`src/rtl/alu_arbiter_if.sv`:
```
// Request, shared-ALU and response signals of the two-requester ALU arbiter.
interface alu_arbiter_if;
    logic        req0_valid;
    logic        req0_ready;
    logic [3:0]  req0_op;
    logic [31:0] req0_lhs;
    logic [31:0] req0_rhs;
    logic        req1_valid;
    logic        req1_ready;
    logic [3:0]  req1_op;
    logic [31:0] req1_lhs;
    logic [31:0] req1_rhs;
    logic [3:0]  alu_op;
    logic [31:0] alu_lhs;
    logic [31:0] alu_rhs;
    logic [31:0] alu_res;
    logic [3:0]  alu_flags;
    logic        resp_valid;
    logic        resp_id;
    logic [31:0] resp_res;
    logic [3:0]  resp_flags;
    logic        resp_err;
    logic        resp_ready;

    // Arbiter view
    modport slave (
        input  req0_valid, req0_op, req0_lhs, req0_rhs,
        input  req1_valid, req1_op, req1_lhs, req1_rhs,
        output req0_ready, req1_ready,
        output alu_op, alu_lhs, alu_rhs,
        input  alu_res, alu_flags,
        output resp_valid, resp_id, resp_res, resp_flags, resp_err,
        input  resp_ready
    );

    // Requester / ALU / consumer view
    modport master (
        output req0_valid, req0_op, req0_lhs, req0_rhs,
        output req1_valid, req1_op, req1_lhs, req1_rhs,
        input  req0_ready, req1_ready,
        input  alu_op, alu_lhs, alu_rhs,
        output alu_res, alu_flags,
        input  resp_valid, resp_id, resp_res, resp_flags, resp_err,
        output resp_ready
    );
endinterface

```
`src/rtl/alu_arbiter.sv`:
```
// Two-requester arbiter in front of a shared combinational ALU.
// One operation in flight: accept in IDLE, one EXEC cycle, hold response in RESP.
module alu_arbiter #(
    parameter bit FIXED_PRIO = 1'b0
) (
    input logic          clk,
    input logic          rst_n,
    alu_arbiter_if.slave bus
);

    typedef enum logic [1:0] {StIdle, StExec, StResp} state_e;

    state_e      state_q, state_d;
    logic        last_grant_q;
    logic        id_q;
    logic [3:0]  op_q;
    logic [31:0] lhs_q;
    logic [31:0] rhs_q;
    logic [31:0] res_q;
    logic [3:0]  flags_q;
    logic        err_q;

    logic        grant_valid;
    logic        grant_id;
    logic        accept;
    logic [3:0]  sel_op;
    logic [31:0] sel_lhs;
    logic [31:0] sel_rhs;
    logic        sel_illegal;

    // Pick a winner among valid requesters and mux its operation
    always_comb begin
        grant_valid = bus.req0_valid | bus.req1_valid;
        grant_id    = 1'b0;
        if (FIXED_PRIO) begin
            grant_id = ~bus.req0_valid;
        end else if (bus.req0_valid && bus.req1_valid) begin
            grant_id = ~last_grant_q;
        end else begin
            grant_id = ~bus.req0_valid;
        end
        // rst_n gating keeps ready low for the whole reset pulse
        accept      = (state_q == StIdle) && grant_valid && rst_n;
        sel_op      = grant_id ? bus.req1_op  : bus.req0_op;
        sel_lhs     = grant_id ? bus.req1_lhs : bus.req0_lhs;
        sel_rhs     = grant_id ? bus.req1_rhs : bus.req0_rhs;
        sel_illegal = (sel_op > 4'hB);
    end

    // FSM state register
    always_ff @(posedge clk or negedge rst_n) begin
        if (!rst_n) begin
            state_q <= StIdle;
        end else begin
            state_q <= state_d;
        end
    end

    // FSM next-state logic; illegal opcodes skip EXEC
    always_comb begin
        state_d = state_q;
        unique case (state_q)
            StIdle: begin
                if (accept) begin
                    state_d = sel_illegal ? StResp : StExec;
                end
            end
            StExec: state_d = StResp;
            StResp: begin
                if (bus.resp_ready) begin
                    state_d = StIdle;
                end
            end
            default: state_d = StIdle;
        endcase
    end

    // FSM outputs: grant strobes, response bus, operand registers to the ALU
    always_comb begin
        bus.req0_ready = accept && !grant_id;
        bus.req1_ready = accept && grant_id;
        bus.resp_valid = (state_q == StResp);
        bus.resp_id    = id_q;
        bus.resp_res   = res_q;
        bus.resp_flags = flags_q;
        bus.resp_err   = err_q;
        bus.alu_op     = op_q;
        bus.alu_lhs    = lhs_q;
        bus.alu_rhs    = rhs_q;
    end

    // Operand capture on acceptance, result capture at the end of EXEC
    always_ff @(posedge clk or negedge rst_n) begin
        if (!rst_n) begin
            last_grant_q <= 1'b1;
            id_q         <= 1'b0;
            op_q         <= '0;
            lhs_q        <= '0;
            rhs_q        <= '0;
            res_q        <= '0;
            flags_q      <= '0;
            err_q        <= 1'b0;
        end else if (accept) begin
            last_grant_q <= grant_id;
            id_q         <= grant_id;
            op_q         <= sel_op;
            lhs_q        <= sel_lhs;
            rhs_q        <= sel_rhs;
            if (sel_illegal) begin
                res_q   <= '0;
                flags_q <= '0;
                err_q   <= 1'b1;
            end
        end else if (state_q == StExec) begin
            res_q   <= bus.alu_res;
            flags_q <= bus.alu_flags;
            err_q   <= 1'b0;
        end
    end

endmodule

```
`src/flat_wrapper.sv`:
```
// flat-port wrapper written by rule: the top's interface ports become plain ports
module alu_arbiter_flat 
#(
    parameter bit FIXED_PRIO = 1'b0
)
  (clk, rst_n, bus_req0_valid, bus_req0_op, bus_req0_lhs, bus_req0_rhs, bus_req1_valid, bus_req1_op, bus_req1_lhs, bus_req1_rhs, bus_req0_ready, bus_req1_ready, bus_alu_op, bus_alu_lhs, bus_alu_rhs, bus_alu_res, bus_alu_flags, bus_resp_valid, bus_resp_id, bus_resp_res, bus_resp_flags, bus_resp_err, bus_resp_ready);
  alu_arbiter_if bus_i ();
  input logic clk;
  input logic rst_n;
  input wire logic [$bits(bus_i.req0_valid)-1:0] bus_req0_valid;
  input wire logic [$bits(bus_i.req0_op)-1:0] bus_req0_op;
  input wire logic [$bits(bus_i.req0_lhs)-1:0] bus_req0_lhs;
  input wire logic [$bits(bus_i.req0_rhs)-1:0] bus_req0_rhs;
  input wire logic [$bits(bus_i.req1_valid)-1:0] bus_req1_valid;
  input wire logic [$bits(bus_i.req1_op)-1:0] bus_req1_op;
  input wire logic [$bits(bus_i.req1_lhs)-1:0] bus_req1_lhs;
  input wire logic [$bits(bus_i.req1_rhs)-1:0] bus_req1_rhs;
  output wire logic [$bits(bus_i.req0_ready)-1:0] bus_req0_ready;
  output wire logic [$bits(bus_i.req1_ready)-1:0] bus_req1_ready;
  output wire logic [$bits(bus_i.alu_op)-1:0] bus_alu_op;
  output wire logic [$bits(bus_i.alu_lhs)-1:0] bus_alu_lhs;
  output wire logic [$bits(bus_i.alu_rhs)-1:0] bus_alu_rhs;
  input wire logic [$bits(bus_i.alu_res)-1:0] bus_alu_res;
  input wire logic [$bits(bus_i.alu_flags)-1:0] bus_alu_flags;
  output wire logic [$bits(bus_i.resp_valid)-1:0] bus_resp_valid;
  output wire logic [$bits(bus_i.resp_id)-1:0] bus_resp_id;
  output wire logic [$bits(bus_i.resp_res)-1:0] bus_resp_res;
  output wire logic [$bits(bus_i.resp_flags)-1:0] bus_resp_flags;
  output wire logic [$bits(bus_i.resp_err)-1:0] bus_resp_err;
  input wire logic [$bits(bus_i.resp_ready)-1:0] bus_resp_ready;
  assign bus_i.req0_valid = bus_req0_valid;
  assign bus_i.req0_op = bus_req0_op;
  assign bus_i.req0_lhs = bus_req0_lhs;
  assign bus_i.req0_rhs = bus_req0_rhs;
  assign bus_i.req1_valid = bus_req1_valid;
  assign bus_i.req1_op = bus_req1_op;
  assign bus_i.req1_lhs = bus_req1_lhs;
  assign bus_i.req1_rhs = bus_req1_rhs;
  assign bus_req0_ready = bus_i.req0_ready;
  assign bus_req1_ready = bus_i.req1_ready;
  assign bus_alu_op = bus_i.alu_op;
  assign bus_alu_lhs = bus_i.alu_lhs;
  assign bus_alu_rhs = bus_i.alu_rhs;
  assign bus_i.alu_res = bus_alu_res;
  assign bus_i.alu_flags = bus_alu_flags;
  assign bus_resp_valid = bus_i.resp_valid;
  assign bus_resp_id = bus_i.resp_id;
  assign bus_resp_res = bus_i.resp_res;
  assign bus_resp_flags = bus_i.resp_flags;
  assign bus_resp_err = bus_i.resp_err;
  assign bus_i.resp_ready = bus_resp_ready;
  alu_arbiter #(.FIXED_PRIO(FIXED_PRIO)) u_core (.clk(clk), .rst_n(rst_n), .bus(bus_i));
endmodule
```
`config.mk`:
```
export PLATFORM = sky130hd
export DESIGN_NAME = alu_arbiter_flat
export DESIGN_NICKNAME = d
export VERILOG_FILES = /design/src/rtl/alu_arbiter_if.sv /design/src/rtl/alu_arbiter.sv /design/src/flat_wrapper.sv
export SDC_FILE = /design/constraint.sdc
export NUM_CORES = 1
export LEC_CHECK = 0
export ABC_AREA = 1
export BUFFER_PORTS_ARGS = -buffer_cell sky130_fd_sc_hd__buf_2
export CAP_MARGIN = 0
export CORE_AREA = 4 4 110 112
export CTS_BUF_LIST = sky130_fd_sc_hd__clkbuf_4
export CTS_CLUSTER_DIAMETER = 200
export DETAILED_ROUTE_END_ITERATION = 6
export DIE_AREA = 0 0 114 116
export PLACE_DENSITY = 0.78
export SYNTH_ARGS = -nofsm -noshare
export SYNTH_HDL_FRONTEND = slang
export SYNTH_SLANG_ARGS = --single-unit
```
`constraint.sdc`:
```
create_clock -name clk -period 2 [get_ports clk]
set_clock_uncertainty 0.1 [all_clocks]
set_input_delay 0.6 -clock clk [delete_from_list [all_inputs] [get_ports clk]]
set_output_delay 0.6 -clock clk [all_outputs]
set_load 0.02 [all_outputs]
```
==> results of run 1 <==
## worst max-delay path, cell delays in order (launching register included)
cell                      delay [ps]
sky130_fd_sc_hd__dfrtp_1         420
sky130_fd_sc_hd__nor2_2          120
sky130_fd_sc_hd__nand2_2          90
sky130_fd_sc_hd__buf_4           150
sky130_fd_sc_hd__nor2_4           90
sky130_fd_sc_hd__buf_6           140
## state kept, by name, indices dropped and copies added, names as in the netlist
register and flops:
u_core.bus.resp_id 1, u_core.bus.resp_err 1, u_core.bus.alu_lhs 32, u_core.bus.alu_rhs 32, u_core.bus.resp_res 32, u_core.state_q 2
u_core.last_grant_q 1, u_core.bus.resp_flags 4, u_core.bus.alu_op 4
## cells in the final DEF (no fill, tap or decap)
master,n
sky130_fd_sc_hd__a21oi_1,2
sky130_fd_sc_hd__clkinv_1,2
sky130_fd_sc_hd__bufinv_16,2
sky130_fd_sc_hd__nand3_1,104
sky130_fd_sc_hd__inv_1,5
sky130_fd_sc_hd__buf_6,3
sky130_fd_sc_hd__buf_4,18
sky130_fd_sc_hd__nand2_4,2
sky130_fd_sc_hd__o21ai_0,5
sky130_fd_sc_hd__clkinv_2,2
sky130_fd_sc_hd__dfrtp_1,108
sky130_fd_sc_hd__dfstp_2,1
sky130_fd_sc_hd__nand2_1,272
sky130_fd_sc_hd__buf_2,281
sky130_fd_sc_hd__nand2_2,12
sky130_fd_sc_hd__clkbuf_4,10
sky130_fd_sc_hd__buf_12,3
sky130_fd_sc_hd__nor2_4,3
sky130_fd_sc_hd__inv_2,4
sky130_fd_sc_hd__nor2_2,2
## metal layers
layer,vias up,global-route usage [%],share of wire (%)
met5,-,0,0
met4,0,8.39,2.5
met3,22,5.74,9.1
met2,211,34.9,49
met1,2136,25.6,39
li1,2303,-,-
## synth_stat cells
library cell / number / share of area (%)
sky130_fd_sc_hd__buf_8: 1 / 0.32
sky130_fd_sc_hd__inv_1: 6 / 0.48
sky130_fd_sc_hd__nand2_1: 274 / 22
sky130_fd_sc_hd__nor2_2: 1 / 0.13
sky130_fd_sc_hd__dfrtp_1: 108 / 58
sky130_fd_sc_hd__nor2_4: 1 / 0.24
sky130_fd_sc_hd__dfstp_2: 1 / 0.56
sky130_fd_sc_hd__buf_1: 3 / 0.24
sky130_fd_sc_hd__nand3_1: 104 / 11
sky130_fd_sc_hd__inv_2: 3 / 0.24
sky130_fd_sc_hd__o21ai_0: 5 / 0.54
sky130_fd_sc_hd__clkbuf_1: 9 / 0.72
sky130_fd_sc_hd__nor2_1: 3 / 0.24
sky130_fd_sc_hd__nand2_4: 1 / 0.24
sky130_fd_sc_hd__a21oi_1: 2 / 0.21
sky130_fd_sc_hd__buf_2: 11 / 1.2
sky130_fd_sc_hd__buf_6: 8 / 1.9
sky130_fd_sc_hd__nand2_2: 11 / 1.5
## power by group
part	switching, mW	leakage, nW	internal [mW]
Combinational	2.93	2.27	1.58
Clock	0.689	0.0852	0.511
Sequential	0.556	1.35	3.22
Total	4.17	3.71	5.31
## area by class of cell
| type | instances | share of cell area, % |
|---|---|---|
| sequential | 109 | 42.3 |
| inverter | 9 | 0.524 |
| clock inverter | 6 | 1.20 |
| tap | 143 | 2.77 |
| clock buffer | 10 | 1.16 |
| timing repair buffer | 305 | 25.4 |
| multi-input combinational | 402 | 26.7 |
## logic make-up after synthesis
family,after synthesis,share of synthesized area (%)
buffers and inverters,41,5.13
and+or+nand+nor,395,35.6
DFF,109,58.6
AOI/OAI and AO/OA,7,0.752
## how the worst max path moves through the flow
stage	endpoint	slack [ps]	start
floorplan	bus_req0_ready	1	bus_req1_valid
global placement	bus_req1_ready	30	rst_n
detailed placement	u_core.bus.alu_rhs[25]	-50	bus_req1_valid
CTS	bus_req1_ready	-200	u_core.state_q[0]
global route	bus_req1_ready	-260	u_core.state_q[1]
finish	bus_req0_ready	-140	u_core.state_q[1]
## per-stage QoR
step	total power [mW]	hold slack, ps	cell area [sq um]	std cells
5_1_grt	10.2	159	6450	984
6_report	9.48	149	6450	984
3_3_place_gp	8.18	354	6210	962
4_1_cts	9.53	144	6410	981
3_5_place_dp	8.28	362	6210	962
2_1_floorplan	6.52	204	4660	552
## repair_timing
item	CTS	global route
resized for setup	9	4
buffers inserted	3	3
endpoints found under the setup margin	2	3
endpoints found under the hold margin	0	0
pin swaps	3	4
==> results.md, run 1 <==
- The die area is 0.0132 sq mm.
- The final weighted congestion in routability-driven placement is approximately 0.84.
- The maximum root-to-sink buffer count is 2.
- Entering global routing, the biggest net connects 65 pins.
- The final reports fail on setup timing.
- The area occupied by registers is 0.00273 sq mm.
- The routed length per placed instance is roughly 14 um.
- The slew of the pin with the lowest slew margin is 677 ps.
- The timing-limited maximum frequency is between 0.4 and 0.5 GHz.
- The maximum ir drop on the vdd rail is between 0.0007 and 0.0008 V.
- The H-tree depth reported by CTS is 3.
- The setup-violating endpoint count in the final report is 3.
- The number of rows in the core area is 39.
- The number of warning messages in the yosys log is 0.
- The root buffer selected by CTS is sky130_fd_sc_hd__clkbuf_4.
- In this run the count of I/O pins placed on the die edge is around 290.
- The synthesized netlist occupies a cell area of 0.00466 sq mm.
- The standard cell core area is 0.0112 sq mm.
- The fraction of layout cells with a size suffix above 1 is about two fifths.
- The repair_antennas step left the layout with diodes totalling 0.
- The worst setup path is launched from a flop.
- The global-route total usage across every layer is a little over a fifth.
- Compared with the post-synthesis result, the final layout area differs by 38.4%.
- The setup slack after placement is -45.1 ps.
- The total wire length after detailed routing is 14300 um.
- After layout, the minimum clock period comes to 2140 ps.
- Counting cells, the worst reg-to-reg path comes to 7.
- The final cycle utilization of the critical path is 107%.
- Measured along the y axis, the die boundary spans approximately 120 um.
- In this run, post-CTS hold repair placed 0 buffers.
- Buffers inserted during clock tree synthesis total 9.
- The sequential-to-total area share from yosys stat is 58.6%.
- The register-to-register path setup slack is 150 ps.
- Max-cap violations in this run came to 0.
- Summed over all cells, the static leakage comes to around 3.7 nW.
- The number of pins exceeding their max-slew limit in the final report was 0.
- The via count of the first global-routing pass is about 4500.
- The insertion delay of the later-clocked pin in the worst-skew pair is approximately 440 ps.
- The worst setup path is captured at a primary output.
- The unique cell type count in the Yosys netlist is 18.
- The number of synthesized register bits is about 110.
- The worst-case setup margin in the final layout is -144 ps.
- The clock input transition at the sequential cells of the worst setup and hold paths is ~150 ps.
- The DRC violation total after the first TritonRoute iteration is slightly below 400.
- In this run the worst path has a maximum fanout of 2.
- The clock tree from TritonCTS is built.
- The setup total negative slack is -330 ps.
- The number of clock sinks is 109.
- The residual antenna-violating net count after detailed routing is 0.
- The wire-length estimate of the detail-placed layout is between 10000 and 15000 um.
- The initial core utilization is around 42%.
- Power spread over the standard cell area amounts to between 1000 and 1500 mW/mm^2.
- The share of the core filled with cells is 57.5%.
- The worst hold path class is input pin to async pin.
- In the final design database the tool counted between 1000 and 1500 nets.
- The first-pass GRT wire length is around 22000 um.
- Setup repair after global routing could not meet its margin everywhere.
- The average instance in the mapped netlist occupies approximately 8.4 sq um.
- The critical path class is flop to primary output.
- The chip width is between 100 and 150 um.
- The initial antenna violation count is 0.
- The area taken by multi-input logic gates is 0.00172 sq mm.
- The number of design rule violations left after detail routing is 0.
- When the netlist entered floorplanning its net count stood at ~730.
- Headroom to the max-slew limit came out at between 50% and 60%.
- In this run the tool buffered the top-level ports with between 200 and 300 buffer cells.
- The via total after detailed routing is about 4700.
- Data arrives at the worst endpoint at 1440 ps.
- Data on the critical path is required at its endpoint by about 1300 ps.
- In this run the critical register-to-register path is captured at u_core.bus.alu_lhs[31].
- The flow ran to the end, but the final reports show violations.
- The number of hold-slack violations in the final timing report is 0.
- The count of filler cells inserted in the layout is around 1000.
- The worst flop-to-flop path startpoint is u_core.state_q[1].
- The total overflow left after global routing is 0.
- After detailed routing, the number of vias per cell comes to between 4 and 5.
- Before antenna repair, the detailed router went through 4 iterations.
- Counting every instance in the synthesized netlist gives 552.
Note: power is estimated with default switching activity, not from simulation.
==> run 2: changes to the inputs <==
--- a/config.mk
+++ b/config.mk
@@ -5,15 +5,15 @@
 export SDC_FILE = /design/constraint.sdc
 export NUM_CORES = 1
 export LEC_CHECK = 0
-export ABC_AREA = 1
 export BUFFER_PORTS_ARGS = -buffer_cell sky130_fd_sc_hd__buf_2
 export CAP_MARGIN = 0
-export CORE_AREA = 4 4 110 112
+export CORE_MARGIN = 4
+export CORE_UTILIZATION = 45
 export CTS_BUF_LIST = sky130_fd_sc_hd__clkbuf_4
 export CTS_CLUSTER_DIAMETER = 200
 export DETAILED_ROUTE_END_ITERATION = 6
-export DIE_AREA = 0 0 114 116
-export PLACE_DENSITY = 0.78
+export PLACE_DENSITY = 0.92
+export SKIP_CTS_REPAIR_TIMING = 1
 export SYNTH_ARGS = -nofsm -noshare
 export SYNTH_HDL_FRONTEND = slang
 export SYNTH_SLANG_ARGS = --single-unit
==> results.md, run 2 <==
- The clock tree from TritonCTS is built.
- In the synthesized netlist the dominant register cell turns out to be sky130_fd_sc_hd__dfrtp_1.
- The met3 demand-to-capacity share in global routing is 4.48% (-1.3 points).
- The placed wire-length estimate after detailed placement came to 10600 um (about the same).
- The worst setup path is captured at a primary output.
- The worst-case setup margin in the final layout came to -206 ps (-62.6 ps).
- The part of the total power dissipated in sequential elements is 40.5% (+0.7 points).
- The clock network power share is 10.8% (-1.8 points).
- The cell with the largest stage delay on the worst path is sky130_fd_sc_hd__dfrtp_2.
- The count of buffers inserted at the top-level ports is 285 (unchanged).
- The largest driver fanout on the critical path is 3 (+1).
- The net switching fraction of the power is 44.7% (+0.70 points).
- Leaving out fill and tap cells, the most frequent cell in the layout is sky130_fd_sc_hd__buf_2.
- The worst hold path class is input pin to async pin.
- The H-tree depth reported by CTS came to 3 (unchanged).
- The fraction of layout cells with a size suffix above 1 is 44.6% (+3.8 points).
- The number of pins exceeding their max-slew limit in the final report is 0 (unchanged).
- The timing-limited maximum frequency is 0.453 GHz (-2.8%).
- The DRC violation total after the first TritonRoute iteration is 233 (-41%).
- The standard cell core area was 0.0103 sq mm (-8.4%).
- The number of rows in the core area was 37 (-5.1%).
- The post-synthesis net count was 654 (-10%).
- The delay of the slowest critical-path stage is 470 ps (+50 ps).
- The signal on the critical path passes through nor3b_4 -> and3_4 -> buf_6.
- The via count of the first global-routing pass is 4206 (-5.8%).
- The required time of the critical path is 1300 ps (about the same).
- The maximum ir drop on the vdd rail is 0.000894 V (+14%).
- The total overflow reported by the global router is 0 (unchanged).
- The library cells used most frequently in the layout, excluding fill and tap cells, are sky130_fd_sc_hd__buf_2 (281), sky130_fd_sc_hd__nand2_1 (207), sky130_fd_sc_hd__dfrtp_1 (106).
- The ratio of routed vias to standard cells is 4.92 (+3.7%).
- The worst hold margin is 142 ps (-6.45 ps).
- The insertion delay of the later-clocked pin in the worst-skew pair is 440 ps (about the same).
- The number of detailed-route iterations in the first pass is 5 (+1).
- The routed length per placed instance came to 15.3 um (+5.8%).
- The chip width is 110 um (-3.2%).
- The clock period minus worst slack is 2210 ps (+62.6 ps).
- The most instantiated library cell after synthesis is sky130_fd_sc_hd__nand2_1.
- The met1 routing resource usage after global routing was 25.3% (-0.32 points).
- The total buffers and inverters traversed by the critical path is 1 (-1).
- The flow ran to the end, but the final reports show violations.
- The overall die height is 110 um (-4.9%).
- The number of design rule violations left after detail routing is 0 (unchanged).
- The final cycle utilization of the critical path is 110% (+3.1 points).
- The first-pass GRT wire length is 20300 um (-6.9%).
- The residual antenna-violating net count after detailed routing is 0 (unchanged).
- The top cell type's share of synthesized area is 57.3% (-0.65 points).
- The die area was 0.0122 sq mm (-7.9%).
- The worst setup path is launched from a flop.
- The leakage power total came to 3.59 nW (-3.4%).
- The via total after detailed routing is 4442 (-4.9%).
- The area of the mapped netlist is 0.00471 sq mm (+1.1%).
- The met2 global-route usage is 39.1% (+4.2 points).
- The sequential-to-total area share from yosys stat is 57.9% (-0.65 points).
- The total wire length after detailed routing came to 13800 um (-3.0%).
- The slew of the pin with the lowest slew margin came to 648 ps (-28.8 ps).
- In this run the critical register-to-register path is launched from u_core.state_q[1].
- The clock input transition at the sequential cells of the worst setup and hold paths is 180 ps (+30 ps).
- The power density of the placed cells is 1480 mW/mm^2 (+0.84%).
- The launch point of the critical path is u_core.state_q[1].
- The part of the total power dissipated in combinational logic is 48.7% (+1.2 points).
- The share of the core filled with cells was 62.3% (+4.9 points).
- The checks that failed: setup timing.
- After global routing, the most crowded layer is met2.
- The initial core utilization is 45.9% (+4.3 points).
- By area the synthesized netlist is led by sky130_fd_sc_hd__dfrtp_1 (57%), sky130_fd_sc_hd__nand2_1 (16%), sky130_fd_sc_hd__a22oi_1 (8.6%).
- The number of warning messages in the yosys log came to 0 (unchanged).
- The cell sitting at the root of the clock tree is a sky130_fd_sc_hd__clkbuf_4.
- The global-route total usage across every layer is 21.6% (+0.74 points).
- The proportion of register bits with asynchronous set or reset after synthesis came to 100% (unchanged).
- The setup-violating endpoint count in the final report is 2 (-1).
- After synthesis, the most frequently instantiated cells are sky130_fd_sc_hd__nand2_1 (207), sky130_fd_sc_hd__dfrtp_1 (108), sky130_fd_sc_hd__a22oi_1 (54), sky130_fd_sc_hd__a21oi_1 (36), sky130_fd_sc_hd__buf_2 (18).
- The number of ports placed on the die boundary is 286 (unchanged).
- The CTS buffer count is 9 (unchanged).
- Setup repair after global routing could not meet its margin everywhere.
- The number of enable flip-flop cells after synthesis is 0 (unchanged).
- The maximum number of pins on one net before global-route repair is 61 (-6.2%).
- The synthesized area divided by synthesized cell count is 9.88 sq um (+17%).
- The initial antenna violation count is 1 (+1).
- The synthesized netlist cell count is 477 (-14%).
- The maximum root-to-sink buffer count is 2 (unchanged).
- The area growth from synthesis to layout is 35.9%.
- The remaining max-slew budget at the tightest pin came to 56.8% (+1.9 points).
- The critical path is of the flop to primary output type.
- The number of clock sinks was 109 (unchanged).
- The worst path arrival time is 1510 ps (+70 ps).
- The number of synthesized register bits is 109 (unchanged).
- The number of hold-slack violations in the final timing report came to 0 (unchanged).
- The number of nets in the finished design is 937 (-7.5%).
- The net switching power is 4.25 mW (+1.7%).
- The internal power consumption is 5.25 mW (-1.1%).
- The unique cell type count in the Yosys netlist is 25 (+7).
- The number of max-cap violations is 0 (unchanged).
- The category of cells accounting for the largest share of critical-path delay is simple AND/OR/NAND/NOR gates.
- The final weighted congestion in routability-driven placement was 0.857 (+2.3%).
- The cell type with the largest total area after synthesis is sky130_fd_sc_hd__dfrtp_1.
-- run 2: changes by cell type in the layout (fill, tap and decap cells not counted), sizes merged, moves of 5 or more --
cell,delta
nand3,-104
nand2,-79
a22oi,+64
a21oi,+35
nor2,-5
-- run 2: per-stage QoR --
stage	cells	area [sq um]	setup WS [ps]	TNS, ps	power [mW]
final	902	6400	-206	-394	9.50
after global routing	902	6400	-317	-649	10.2
after CTS	898	6360	-309	-636	9.56
after detailed placement	882	6230	-2.63	-2.63	8.53
after global placement	882	6230	-1.41	-1.41	8.36
after floorplan	477	4720	26.6	0	6.75
-- run 2: cell families after synthesis --
logic type             share of synthesized area (%)
AND/OR/NAND/NOR                                 18.1
AO/OA/AOI/OAI                                   16.9
flip-flops                                      57.9
buffers and inverters                           6.34
multiplexers                                   0.850
-- run 2: final timing paths --
path | cells after the start | endpoint | slack [ps]
setup / recovery | 3 | bus_req0_ready | -210
setup reg to reg | 7 | u_core.bus.alu_rhs[25] | 170
min in group clk | 3 | u_core.bus.alu_rhs[10] | 230
hold / removal | 2 | u_core.bus.resp_res[1] | 140
hold reg to reg | 1 | u_core.bus.resp_id | 400
max in group asynchronous | 3 | u_core.state_q[1] | 890
-- run 2: layout make-up --
class	count	area [sq um]
Antenna cell	1	2.50
Tap cell	136	170
Multi-Input combinational cell	332	1700
Timing Repair Buffer	307	1670
Fill cell	891	3870
Clock buffer	9	67.6
Inverter	1	3.75
Sequential cell	109	2730
Clock inverter	7	57.6
-- run 2: power groups by stage --
stage	clock (mW)	combinational, mW	sequential, mW
2_1_floorplan	0	1.58	5.17
3_3_place_gp	0	4.53	3.83
3_5_place_dp	0	4.65	3.88
4_1_cts	1.06	4.64	3.85
5_1_grt	1.15	5.03	3.97
6_report	1.02	4.63	3.85
-- run 2: per-layer routing --
layer | vias up | part of all wire, %
met3 | 20 | 7.4
li1 | 2172 | -
met5 | - | 0
met1 | 2081 | 37
met4 | 0 | 1.8
met2 | 169 | 53
